`src/rtl/mem_port_arbiter_pkg.sv`:
```
// Shared definitions for the unified-memory port arbiter: widths, FSM states,
// grant encodings and the tie-break helper.
// Latency: n/a (definitions only). Backpressure: n/a.
package mem_port_arbiter_pkg;

    // Core-wide widths: address equals the PC width, data equals XLEN.
    localparam int PC_WIDTH = 32;
    localparam int XLEN     = 32;

    typedef enum logic [2:0] {
        ARB_IDLE   = 3'd0,
        ARB_REQ_I  = 3'd1,
        ARB_REQ_D  = 3'd2,
        ARB_DONE_I = 3'd3,
        ARB_DONE_D = 3'd4
    } arb_state_e;

    localparam logic ARB_GNT_I = 1'b0;
    localparam logic ARB_GNT_D = 1'b1;

    // Chooses the port to serve from the IDLE state. On a tie, fixed priority
    // favours data; round-robin favours whichever port was not served last.
    function automatic logic arb_pick(input logic inst_ce,
                                      input logic data_ce,
                                      input logic rr_en,
                                      input logic last_gnt);
        logic gnt;
        if (inst_ce && data_ce) begin
            gnt = rr_en ? ~last_gnt : ARB_GNT_D;
        end else if (data_ce) begin
            gnt = ARB_GNT_D;
        end else begin
            gnt = ARB_GNT_I;
        end
        return gnt;
    endfunction

endpackage

```
`src/rtl/mem_port_arbiter_watchdog.sv`:
```
// Ack-wait watchdog: counts request cycles without an ack, flags expiry.
// Latency: expired_o is combinational on the LIMIT-th waiting cycle.
// Backpressure: none; clr_i dominates en_i.
//
// Ports: clk/rst (sync, active-high), clr_i zeroes the count, en_i marks a
// waiting cycle, expired_o asserts on the waiting cycle that reaches LIMIT.
module arb_watchdog #(
    parameter int LIMIT = 255,
    parameter int CNT_W = $clog2(LIMIT + 1)
) (
    input  logic clk,
    input  logic rst,
    input  logic clr_i,
    input  logic en_i,
    output logic expired_o
);

    logic [CNT_W-1:0] cnt_q;
    logic [CNT_W-1:0] cnt_d;

    // cnt_q holds the number of waiting cycles already elapsed, so the
    // LIMIT-th waiting cycle sees LIMIT-1.
    assign expired_o = en_i && (cnt_q >= CNT_W'(LIMIT - 1));

    always_comb begin
        cnt_d = cnt_q;
        if (clr_i) begin
            cnt_d = '0;
        end else if (en_i && !expired_o) begin
            cnt_d = cnt_q + CNT_W'(1);
        end
    end

    always_ff @(posedge clk) begin
        if (rst) begin
            cnt_q <= '0;
        end else begin
            cnt_q <= cnt_d;
        end
    end

endmodule

```
`src/rtl/mem_port_arbiter.sv`:
```
// Shares one single-port memory between instruction-fetch and data ports.
// Latency: 3 cycles ce->valid minimum (sample, req+ack, valid pulse).
// Backpressure: stall_o holds the core while a request waits for its valid.
//
// Ports: clk/rst (sync, active-high); inst_* fetch port; data_* load/store
// port; mem_* req/ack memory side (req held until ack); stall_o to the core;
// err_o sticky watchdog timeout flag.
// Optional build macro MEM_ARB_TIMEOUT_EN adds the ack-wait watchdog that
// abandons a transaction after TIMEOUT_CYCLES; without it err_o stays 0.
module mem_port_arbiter
    import mem_port_arbiter_pkg::*;
#(
    parameter int ADDR_W         = PC_WIDTH,
    parameter int DATA_W         = XLEN,
    parameter int RR_ARB         = 0,
    parameter int TIMEOUT_CYCLES = 255
) (
    input  logic              clk,
    input  logic              rst,
    input  logic              inst_ce_i,
    input  logic [ADDR_W-1:0] inst_addr_i,
    output logic [DATA_W-1:0] inst_o,
    output logic              inst_valid_o,
    input  logic              data_ce_i,
    input  logic              data_we_i,
    input  logic [ADDR_W-1:0] data_addr_i,
    input  logic [DATA_W-1:0] data_wdata_i,
    output logic [DATA_W-1:0] data_rdata_o,
    output logic              data_valid_o,
    output logic              mem_req_o,
    output logic              mem_we_o,
    output logic [ADDR_W-1:0] mem_addr_o,
    output logic [DATA_W-1:0] mem_wdata_o,
    input  logic [DATA_W-1:0] mem_rdata_i,
    input  logic              mem_ack_i,
    output logic              stall_o,
    output logic              err_o
);

    arb_state_e        state_q, state_d;
    logic              last_gnt_q, last_gnt_d;
    logic              mem_we_q, mem_we_d;
    logic [ADDR_W-1:0] mem_addr_q, mem_addr_d;
    logic [DATA_W-1:0] mem_wdata_q, mem_wdata_d;
    logic [DATA_W-1:0] inst_q, inst_d;
    logic [DATA_W-1:0] data_rdata_q, data_rdata_d;
    logic              err_q, err_d;

    logic              in_req;
    logic              gnt_sel;
    logic              wd_expired;

    assign in_req = (state_q == ARB_REQ_I) || (state_q == ARB_REQ_D);

`ifdef MEM_ARB_TIMEOUT_EN
    // Count restarts while idle so every REQ_x entry begins at zero.
    arb_watchdog #(
        .LIMIT (TIMEOUT_CYCLES)
    ) u_watchdog (
        .clk       (clk),
        .rst       (rst),
        .clr_i     (state_q == ARB_IDLE),
        .en_i      (in_req && !mem_ack_i),
        .expired_o (wd_expired)
    );
`else
    // No watchdog: REQ_x waits for the ack forever. The comparison folds to
    // a constant 0 for any legal TIMEOUT_CYCLES.
    assign wd_expired = (TIMEOUT_CYCLES < 0);
`endif

    assign gnt_sel = arb_pick(inst_ce_i, data_ce_i, RR_ARB != 0, last_gnt_q);

    always_comb begin
        state_d      = state_q;
        last_gnt_d   = last_gnt_q;
        mem_we_d     = mem_we_q;
        mem_addr_d   = mem_addr_q;
        mem_wdata_d  = mem_wdata_q;
        inst_d       = inst_q;
        data_rdata_d = data_rdata_q;
        err_d        = err_q;

        unique case (state_q)
            ARB_IDLE: begin
                if (inst_ce_i || data_ce_i) begin
                    last_gnt_d = gnt_sel;
                    if (gnt_sel == ARB_GNT_D) begin
                        mem_we_d    = data_we_i;
                        mem_addr_d  = data_addr_i;
                        mem_wdata_d = data_wdata_i;
                        state_d     = ARB_REQ_D;
                    end else begin
                        mem_we_d    = 1'b0;
                        mem_addr_d  = inst_addr_i;
                        mem_wdata_d = '0;
                        state_d     = ARB_REQ_I;
                    end
                end
            end
            ARB_REQ_I: begin
                // A real ack wins over a watchdog expiry in the same cycle.
                if (mem_ack_i) begin
                    inst_d  = mem_rdata_i;
                    state_d = ARB_DONE_I;
                end else if (wd_expired) begin
                    inst_d  = '0;
                    err_d   = 1'b1;
                    state_d = ARB_DONE_I;
                end
            end
            ARB_REQ_D: begin
                // Writes leave data_rdata_o untouched, whether acked or abandoned.
                if (mem_ack_i) begin
                    if (!mem_we_q) begin
                        data_rdata_d = mem_rdata_i;
                    end
                    state_d = ARB_DONE_D;
                end else if (wd_expired) begin
                    if (!mem_we_q) begin
                        data_rdata_d = '0;
                    end
                    err_d   = 1'b1;
                    state_d = ARB_DONE_D;
                end
            end
            ARB_DONE_I, ARB_DONE_D: begin
                state_d = ARB_IDLE;
            end
            default: begin
                state_d = ARB_IDLE;
            end
        endcase
    end

    always_ff @(posedge clk) begin
        if (rst) begin
            state_q      <= ARB_IDLE;
            last_gnt_q   <= ARB_GNT_I;
            mem_we_q     <= 1'b0;
            mem_addr_q   <= '0;
            mem_wdata_q  <= '0;
            inst_q       <= '0;
            data_rdata_q <= '0;
            err_q        <= 1'b0;
        end else begin
            state_q      <= state_d;
            last_gnt_q   <= last_gnt_d;
            mem_we_q     <= mem_we_d;
            mem_addr_q   <= mem_addr_d;
            mem_wdata_q  <= mem_wdata_d;
            inst_q       <= inst_d;
            data_rdata_q <= data_rdata_d;
            err_q        <= err_d;
        end
    end

    // Request and valid strobes decode straight from the state register, so
    // they are glitch-free and drop on the edge after ack / after DONE.
    assign mem_req_o    = in_req;
    assign mem_we_o     = mem_we_q;
    assign mem_addr_o   = mem_addr_q;
    assign mem_wdata_o  = mem_wdata_q;
    assign inst_o       = inst_q;
    assign data_rdata_o = data_rdata_q;
    assign inst_valid_o = (state_q == ARB_DONE_I);
    assign data_valid_o = (state_q == ARB_DONE_D);
    assign err_o        = err_q;

    assign stall_o = (inst_ce_i | data_ce_i) & ~inst_valid_o & ~data_valid_o;

endmodule

```
`config.mk`:
```
export PLATFORM = sky130hd
export DESIGN_NAME = mem_port_arbiter
export DESIGN_NICKNAME = d
export VERILOG_FILES = /design/src/rtl/mem_port_arbiter_pkg.sv /design/src/rtl/mem_port_arbiter_watchdog.sv /design/src/rtl/mem_port_arbiter.sv
export SDC_FILE = /design/constraint.sdc
export NUM_CORES = 1
export LEC_CHECK = 0
export BUFFER_PORTS_ARGS = -buffer_cell sky130_fd_sc_hd__buf_2
export CAP_MARGIN = 5
export CORE_UTILIZATION = 42
export DETAILED_ROUTE_END_ITERATION = 10
export PLACE_DENSITY = 0.81
export SETUP_SLACK_MARGIN = 0.4
export SLEW_MARGIN = 0
export SYNTH_ARGS = -nofsm -noshare
export SYNTH_HDL_FRONTEND = slang
export SYNTH_HIERARCHICAL = 1
export SYNTH_SLANG_ARGS = --single-unit
```
`constraint.sdc`:
```
create_clock -name clk -period 1.5 [get_ports clk]
set_input_delay 0.075 -clock clk [delete_from_list [all_inputs] [get_ports clk]]
set_output_delay 0.075 -clock clk [all_outputs]
set_load 0.02 [all_outputs]
```
# Word-level counts from Yosys, hierarchy flattened
# Cells that the tools add are included.
totals:
  register_bits: 132
  latchBits: 0
  ram_bits: 0
  romBits: 0
  inputBits: 134
  out_inout_bits: 134
  wordCells: 37
  mem_count: 0
classes:
  addsub: 0
  multipliers: 0
  div: 0
  magnitude_cmp: 0
  eq_ne: 7
  n_shift: 0
  n_mux: 10
  bitwise_logic: 6
  reduce_logical: 8
ops:
  columns: ["cell", "count"]
  rows:
  - ["32-bit 2-to-1 mux", 2]
  - ["3-bit 2-to-1 mux", 3]
  - ["3-bit one-hot mux with 3 select lines", 1]
  - ["3-bit by 2-bit == test with 1-bit output, second input constant", 2]
  - ["2-bit != test, second input constant", 3]
  - ["3-bit AND reduction", 2]
  - ["2-bit AND reduction", 2]
  - ["3-bit by 1-bit == test with 1-bit output, second input constant", 1]
  - ["3-bit == test, second input constant", 1]
  - ["3-bit logical NOT", 1]
  - ["1-bit 2-to-1 mux", 3]
  - ["1-bit NOT", 3]
  - ["1-bit AND", 2]
  - ["1-bit logical OR", 2]
  - ["2-bit 2-to-1 mux", 1]
  - ["1-bit logical AND", 1]
  - ["1-bit OR", 1]

# Longest topological paths before layout
# Gate-level depths: netlist of run 1.
logic_depth:
  word_depth: 5
  depth_mapped: 7
  depth_no_buf: 3

# Least setup slack after synthesis of run 1
# OpenSTA, ideal clock, no wires.
synth_timing:
  path_type: "flip-flop to flip-flop"
  from: "register state_q[2]"
  to: "register mem_wdata_q[2], in the netlist mem_wdata_o[2]"
  setup_ps: 57
  t_arrival_ps: 1377
  required_ps: 1443
  setup_slack_ps: 66
  path_stages_with_launch: 6
  path_buffers: 2
  synth_period_minus_slack_ps: 1434
  cell_sequence: "dfxtp_1 > buf_6 > or4_4 > nor2_8 > buf_6 > a22o_2"
synth_via:
  elab_chain_cells: 2
synth_lines:
  columns: ["item", "line_no", "source"]
  rows:
  - ["start: declaration", "mem_port_arbiter.sv:40", "arb_state_e state_q, state_d;"]
  - ["start signal: assignment", "mem_port_arbiter.sv:147", "state_q <= state_d;"]
  - ["3-bit logical NOT", "mem_port_arbiter.sv:84", "unique case (state_q)"]
  - ["2-bit AND reduction (no line)", null, null]
  - ["end signal: assignment", "mem_port_arbiter.sv:151", "mem_wdata_q <= mem_wdata_d;"]
  - ["end: declaration", "mem_port_arbiter.sv:44", "logic [DATA_W-1:0] mem_wdata_q, mem_wdata_d;"]
# No other way between the ends.
# A chain may end at the register's enable or synchronous reset.

# Worst setup path after layout of run 1
layout_timing:
  from: "register state_q[0]"
  to: "register mem_wdata_q[2], in the netlist mem_wdata_o[2]"
# The elaborated chain is that of the path after synthesis.

==> results of run 1 <==
-- through the flow --
| step | power (uW) | instances | hold WS [ns] | cell area, sq um | setup TNS (ns) |
|---|---|---|---|---|---|
| global route | 10700 | 1070 | 0.0236 | 9300 | -7.99 |
| CTS | 10200 | 1063 | 0.00935 | 9010 | -1.83 |
| global placement | 5680 | 929 | 0.299 | 6940 | 0 |
| finish | 10300 | 1070 | 0.0337 | 9300 | -4.57 |
| floorplan | 5140 | 526 | 0.211 | 5530 | 0 |
| detailed placement | 5710 | 929 | 0.304 | 6940 | 0 |
-- state kept, by name, summed over array words and instances, names as in the netlist --
register / flops
data_rdata_o: 32
inst_o: 32
mem_addr_o: 32
mem_wdata_o: 32
mem_we_o: 1
state_q: 3
-- power groups by stage --
stage               registers (uW)  clock network [uW]  logic (uW)
floorplan                     4260                   0         880
global placement              3960                   0        1720
detailed placement            3960                   0        1750
CTS                           3890                3960        2360
global route                  3940                4150        2620
finish                        3910                3920        2480
-- repair_timing --
action | CTS | global route
gates resized for setup | 67 | 62
endpoints found under the setup margin | 134 | 135
pin swaps | 7 | 37
gates cloned | 16 | 1
buffers inserted | 19 | 6
hold endpoints to repair | 99 | 0
hold buffers | 67 | 0
-- cells in the mapped netlist (all sizes together), types with 2 or more instances --
library cell	n
a211oi	32
nand2b	64
nor3b	2
nand2	64
nor4	2
nor2	2
a22o	33
clkbuf	20
dfxtp	132
a21oi	66
nor3	4
buf	30
mux2i	64
-- worst register-to-register path: cells and delay by family (launching register included) --
family / cells / cell delay [ns]
buf+inv: 4 / 0.54
simple gates: 1 / 0.28
compound gates: 2 / 0.36
flops: 1 / 0.32
-- cell type report --
class	instances	area, sq um
tap	172	215
clock inverter	11	103
fill	865	3320
inverter	1	3.75
timing repair buffer	390	3020
sequential	132	2660
clock buffer	21	460
multi-input combinational	343	2840
-- metal layers --
metal  vias up  GRT usage, %
li1       2571             -
met2       228          48.2
met5         -             0
met4         0          14.3
met3        49          7.27
met1      2485          28.0
-- cell families after synthesis --
group / after synthesis / synth area share, %
AO/OA/AOI/OAI: 131 / 19.2
AND/OR/NAND/NOR: 145 / 14.6
multiplexers: 65 / 12.0
flip-flops: 132 / 48.6
buffers and inverters: 51 / 5.32
other: 1 / 0.0690
XOR/XNOR: 1 / 0.161
-- worst max-delay path by stage --
stage	start	end	slack, ns
after CTS	state_q[1]$_SDFFE_PP0P_	stall_o	-0.06
after floorplan	state_q[2]$_SDFFE_PP0P_	mem_wdata_o[2]$_SDFFE_PP0P_	0.16
final	state_q[0]$_SDFFE_PP0P_	mem_wdata_o[2]$_SDFFE_PP0P_	-0.11
after global routing	state_q[0]$_SDFFE_PP0P_	mem_wdata_o[2]$_SDFFE_PP0P_	-0.16
after detailed placement	state_q[1]$_SDFFE_PP0P_	mem_wdata_o[25]$_SDFFE_PP0P_	0.06
after global placement	state_q[1]$_SDFFE_PP0P_	mem_wdata_o[20]$_SDFFE_PP0P_	0.08
==> summary.txt, run 1 <==
Global route
  – GR Overflow Total: 0
  – Antenna violations before repair: 0
  – Gr usage total: 26.6%
  – Vias in the first global route: 5287
  – Global-route wire length before repair: 26.7 mm
  – Largest net degree at the start of global routing: 133

Logic synthesis
  – Syn_nets: 660
  – Synth cell types: 33
  – Mapped Avg Cell Area: 10.3 sq um
  – Post-synthesis cell area: 5430 sq um
  – Post-synth top area share: 48.6%
  – Most used flip-flop cell after synthesis: dfxtp_1
  – Post-synth top area cell: dfxtp_1
  – Post-synthesis sequential area ratio: 48.6%
  – Yosys reg bits: 132
  – Ys async rst share: 0%
  – Synth Instances: 526
  – EDFF count, synth: 0
  – Largest cells by area after synthesis: dfxtp_1 (49%), mux2i_1 (12%), nand2b_1 (7.4%)
  – Synth warn: 6

Clock tree
  – CTS tree: built
  – Htree depth: 4
  – Worst-Skew Late Latency: 0.41 ns
  – Clk buf depth: 2
  – Total CTS buffers: 17
  – Root Driver: clkbuf_16
  – CTS Sinks: 132
  – Reg clk slew, reported paths: 0.05 ns

Timing
  – Clk_skew: 0.00845 ns
  – Setup WS post-layout: -0.114 ns
  – Tightest Pin Transition: 0.603 ns
  – Final min period: 1.61 ns
  – RSZ-0062 raised after global routing: yes
  – Slew Viols, Final: 0
  – Final Hold Viols: 0
  – Tcrit/Tclk final: 108%
  – Max frequency: 619 MHz
  – Worst slew margin: 59.8%
  – Setup Viol. Count Final: 63

Worst setup path
  – Crit-path cells: buf_6, buf_6, nor3_4, a21oi_4, buf_12, buf_16, a22o_4
  – Instance count on the critical path: 7
  – WP data arrival: 1.92 ns
  – Critical path type: flip-flop to flip-flop
  – Crit Reg-Reg Startpoint: state_q[0]$_SDFFE_PP0P_
  – CP max-delay cell: dfxtp_2
  – Worst path max stage delay: 0.32 ns
  – Startpoint Class: flip-flop
  – R2r endpoint: mem_wdata_o[2]$_SDFFE_PP0P_
  – Nature of the critical path endpoint: flip-flop
  – CP most frequent cell: buf_6
  – FF-to-FF setup slack: -0.11 ns
  – Reg2reg path depth: 7
  – Worst path bufs/invs: 4
  – Worst Path Max Fanout: 8
  – Top delay family on crit path: buffers and inverters
  – Req. time, crit path: 1.80 ns

Detailed routing
  – Uppermost layer routed: met4
  – Antenna-violating nets left: 0
  – Wire length on met3: 1.24 mm
  – DR vias: 5333
  – Met1 Wirelength: 7.16 mm
  – Initial DRC Count: 267
  – DRT Pass-1 Iters: 5
  – Drt wl/cell: 17.4 um
  – Vias/cell: 4.98
  – Post-route DRC: 0
  – Met2 wire length: 9.60 mm
  – Total Wirelength: 18.6 mm

Layout
  – Final core utilization: 73.7%
  – Final net count: 1019
  – Most frequent cells in the layout: buf_2 (255), dfxtp_1 (127), dlygate4sd3_1 (67), nand2b_1 (64), mux2i_1 (63)
  – Share of cells above drive strength 1: 52.0%
  – Most common library cell in the layout ignoring fill and taps: buf_2
  – Synthesis-to-finish area growth: 71.1%
  – Diode count: 0

Power
  – Peak VDD IR: 0.000625 V
  – Pwr dens: 1110 nW/um^2
  – Pint: 7380 uW
  – Sw frac: 28.4%
  – Leak Pwr: 0.00422 uW
  – Psw: 2930 uW
  – Combinational power share: 24.0%
  – Flop pwr share: 38.0%
  – Clk pwr share: 38.0%

Die
  – Initial Util: 43.1%
  – I/O pins: 268
  – Core ar.: 12600 sq um
  – Die Ht: 116 um
  – FP Rows: 41
  – Total die area: 13400 sq um
  – Chip width: 116 um

Placement
  – Port Buffers: 266
  – Detailed placement HPWL: 9.45 mm
  – Pre-CTS setup slack: 0.0561 ns
  – Placer Congestion: 0.710

Worst hold path
  – Hold depth: 3
  – Hold EP: mem_addr_o[6]$_SDFFE_PP0P_
  – Hold path startpoint: data_addr_i[6]
  – Min-Delay Path Class: primary input to flip-flop

Run
  – Maxcap violations: 0

Status
  – Status: complete, but fails checks
  – Failing checks: negative setup slack
Power figures use the tool's default switching activity.
==> run 2, diff against run 1 <==
BUFFER_PORTS_ARGS = -buffer_cell sky130_fd_sc_hd__buf_4   (was -buffer_cell sky130_fd_sc_hd__buf_2)
==> run 2 against run 1 <==
  * The flow still finishes with violations (negative setup slack)
  * Combinational power increased by 18%
  * Clock power increased by 5%
  * Via count increased by 4.7%
  * Critical path depth decreased by 2
  * Design area increased by 9.3%
  * Critical endpoint is now mem_wdata_o[1]$_SDFFE_PP0P_
  * Global-route usage increased by 2.5 points
  * Final cell count decreased by 0.28%
  * Largest power group unchanged
==> summary.txt, run 2 (synthesis results as in run 1) <==
Detailed routing
  – Antenna-violating nets left: 0 (unchanged)
  – Drt wl/cell: 20.3 um (+17%)
  – Total Wirelength: 21.7 mm (+17%)
  – DRT Pass-1 Iters: 4 (-1)
  – Initial DRC Count: 302 (+13%)
  – DR vias: 5582 (+4.7%)
  – Vias/cell: 5.23 (+5.0%)
  – Post-route DRC: 0 (unchanged)

Clock tree
  – Htree depth: 4 (unchanged)
  – Total CTS buffers: 17 (unchanged)
  – Root Driver: clkbuf_16
  – Clk buf depth: 2 (unchanged)
  – Worst-Skew Late Latency: 0.41 ns (about the same)
  – CTS tree: built
  – CTS Sinks: 132 (unchanged)
  – Reg clk slew, reported paths: 0.06 ns (about the same)

Die
  – FP Rows: 41 (unchanged)
  – Core ar.: 12600 sq um (unchanged)
  – Initial Util: 43.1% (unchanged)
  – Chip width: 116 um (unchanged)
  – I/O pins: 268 (unchanged)
  – Die Ht: 116 um (unchanged)
  – Total die area: 13400 sq um (unchanged)

Worst setup path
  – Worst Path Max Fanout: 8 (unchanged)
  – R2r endpoint: mem_wdata_o[1]$_SDFFE_PP0P_
  – Crit Reg-Reg Startpoint: state_q[1]$_SDFFE_PP0P_
  – Startpoint Class: flip-flop
  – Req. time, crit path: 1.85 ns (+0.05 ns)
  – Crit path from: state_q[1]$_SDFFE_PP0P_
  – Critical path endpoint: mem_wdata_o[1]$_SDFFE_PP0P_
  – WP data arrival: 1.91 ns (about the same)
  – Crit-path cells: buf_6, or4_4, nor2_8, clkbuf_16, a22o_1
  – FF-to-FF setup slack: -0.06 ns (+0.05 ns)
  – Nature of the critical path endpoint: flip-flop
  – Reg2reg path depth: 5 (-2)
  – Worst path max stage delay: 0.55 ns (+0.23 ns)
  – CP max-delay cell: or4_4
  – Critical path type: flip-flop to flip-flop

Layout
  – Diode count: 0 (unchanged)
  – Synthesis-to-finish area growth: 86.9%
  – Final core utilization: 80.5% (+6.8 points)
  – Most common library cell in the layout ignoring fill and taps: buf_4
  – FILL cells: 708 (-18%)
  – Share of cells above drive strength 1: 55.0% (+3.0 points)
  – Most frequent cells in the layout: buf_4 (271), dfxtp_1 (128), dlygate4sd3_1 (66), nand2b_1 (64), mux2i_1 (63)
  – Final net count: 1016 (-0.29%)

Power
  – Clk pwr share: 37.4% (-0.6 points)
  – Flop pwr share: 35.9% (-2.1 points)
  – Peak VDD IR: 0.000772 V (+24%)
  – Leak Pwr: 0.00456 uW (+8.1%)
  – Psw: 3190 uW (+8.6%)
  – Sw frac: 29.0% (+0.60 points)
  – Pwr dens: 1080 nW/um^2 (-2.7%)
  – Pint: 7780 uW (+5.4%)
  – Combinational power share: 26.7% (+2.7 points)

Placement
  – Placer Congestion: 0.713 (+0.49%)
  – Pre-CTS setup slack: 0.0652 ns (+0.00912 ns)
  – Port Buffers: 266 (unchanged)
  – Detailed placement HPWL: 10.6 mm (+12%)

Timing
  – Worst slew margin: 51.0% (-8.8 points)
  – Final min period: 1.56 ns (-0.0508 ns)
  – RSZ-0062 raised after global routing: yes
  – Setup Viol. Count Final: 35 (-44%)
  – Final Hold Viols: 0 (unchanged)
  – Max frequency: 640 MHz (+3.2%)
  – Tcrit/Tclk final: 104% (-3.4 points)
  – Tightest Pin Transition: 0.735 ns (+0.132 ns)
  – Clk_skew: 0.00775 ns (-0.000701 ns)
  – Slew Viols, Final: 0 (unchanged)
  – Setup TNS: -1.42 ns (+3.15 ns)
  – Hold_ws: 0.0446 ns (+0.0109 ns)
  – Setup WS post-layout: -0.0636 ns (+0.0508 ns)

Global route
  – Antenna violations before repair: 0 (unchanged)
  – Vias in the first global route: 5764 (+9.0%)
  – Largest net degree at the start of global routing: 133 (unchanged)
  – Global-route wire length before repair: 29.7 mm (+11%)
  – GR Overflow Total: 0 (unchanged)
  – Gr usage total: 29.1% (+2.5 points)

Worst hold path
  – Min-Delay Path Class: primary input to flip-flop

Run
  – Maxcap violations: 0 (unchanged)

Status
  – Failing checks: negative setup slack
  – Status: complete, but fails checks
-- run 2: changes by cell type in the layout (fill, tap and decap cells not counted), sizes merged --
cell / previous run / this run
buf: 319 / 315
inv: 2 / 4
bufinv: 1 / 2
clkbuf: 25 / 24
dlygate4sd3: 67 / 66
-- run 2: per-stage QoR --
stage               total power, uW  std cells  area [sq um]
floorplan                      5140        526          5530
global placement               5900        928          7570
detailed placement             5960        928          7570
CTS                           10600       1054          9660
global route                  11300       1067         10200
finish                        11000       1067         10200
-- run 2: layout make-up --
type / count / area [sq um] / area share [%]
clock buffers: 18 / 429 / 4.23
clock inverters: 14 / 154 / 1.52
inverters: 1 / 3.75 / 0.0370
multi-input cells: 343 / 3030 / 29.8
flip-flops and latches: 132 / 2660 / 26.1
well taps: 172 / 215 / 2.12
repair buffers: 387 / 3670 / 36.1
-- run 2: repair_timing --
action,in CTS,in global routing
pin swaps,53,41
cloned,13,6
hold endpoints to repair,98,0
resized for setup,106,59
hold buffers,66,0
buffers inserted,15,7
endpoints found under the setup margin,134,134
-- run 2: critical path: cells and delay by family, from the launching register on --
family / cells / cell delay (ns)
simple gates: 2 / 0.70
flops: 1 / 0.35
buf+inv: 2 / 0.31
compound gates: 1 / 0.15
-- run 2: how the worst min path moves through the flow --
| stage | to | slack, ns | startpoint | depth (start not counted) |
|---|---|---|---|---|
| after floorplan | inst_o[0]$_SDFFE_PP0P_ | 0.21 | mem_rdata_i[0] | 2 |
| after global placement | mem_wdata_o[6]$_SDFFE_PP0P_ | 0.30 | data_wdata_i[6] | 2 |
| after detailed placement | mem_wdata_o[5]$_SDFFE_PP0P_ | 0.31 | data_wdata_i[5] | 2 |
| after CTS | state_q[1]$_SDFFE_PP0P_ | 0.01 | data_ce_i | 3 |
| after global routing | state_q[2]$_SDFFE_PP0P_ | 0.05 | mem_ack_i | 3 |
| final | state_q[2]$_SDFFE_PP0P_ | 0.04 | mem_ack_i | 3 |
-- run 2: power groups by stage --
stage	logic [uW]	registers [uW]	clock network, uW
2_1_floorplan	880	4260	0
3_3_place_gp	1930	3970	0
3_5_place_dp	1980	3980	0
4_1_cts	2610	3910	4130
5_1_grt	3050	3960	4290
6_report	2930	3940	4100
-- run 2: layer usage --
metal / global-route usage (%) / up-vias / wire length, um
li1: - / 2563 / -
met1: 30.0 / 2687 / 7680
met2: 54.1 / 261 / 11500
met3: 7.79 / 71 / 1640
met4: 14.4 / 0 / 823
met5: 0 / - / 0
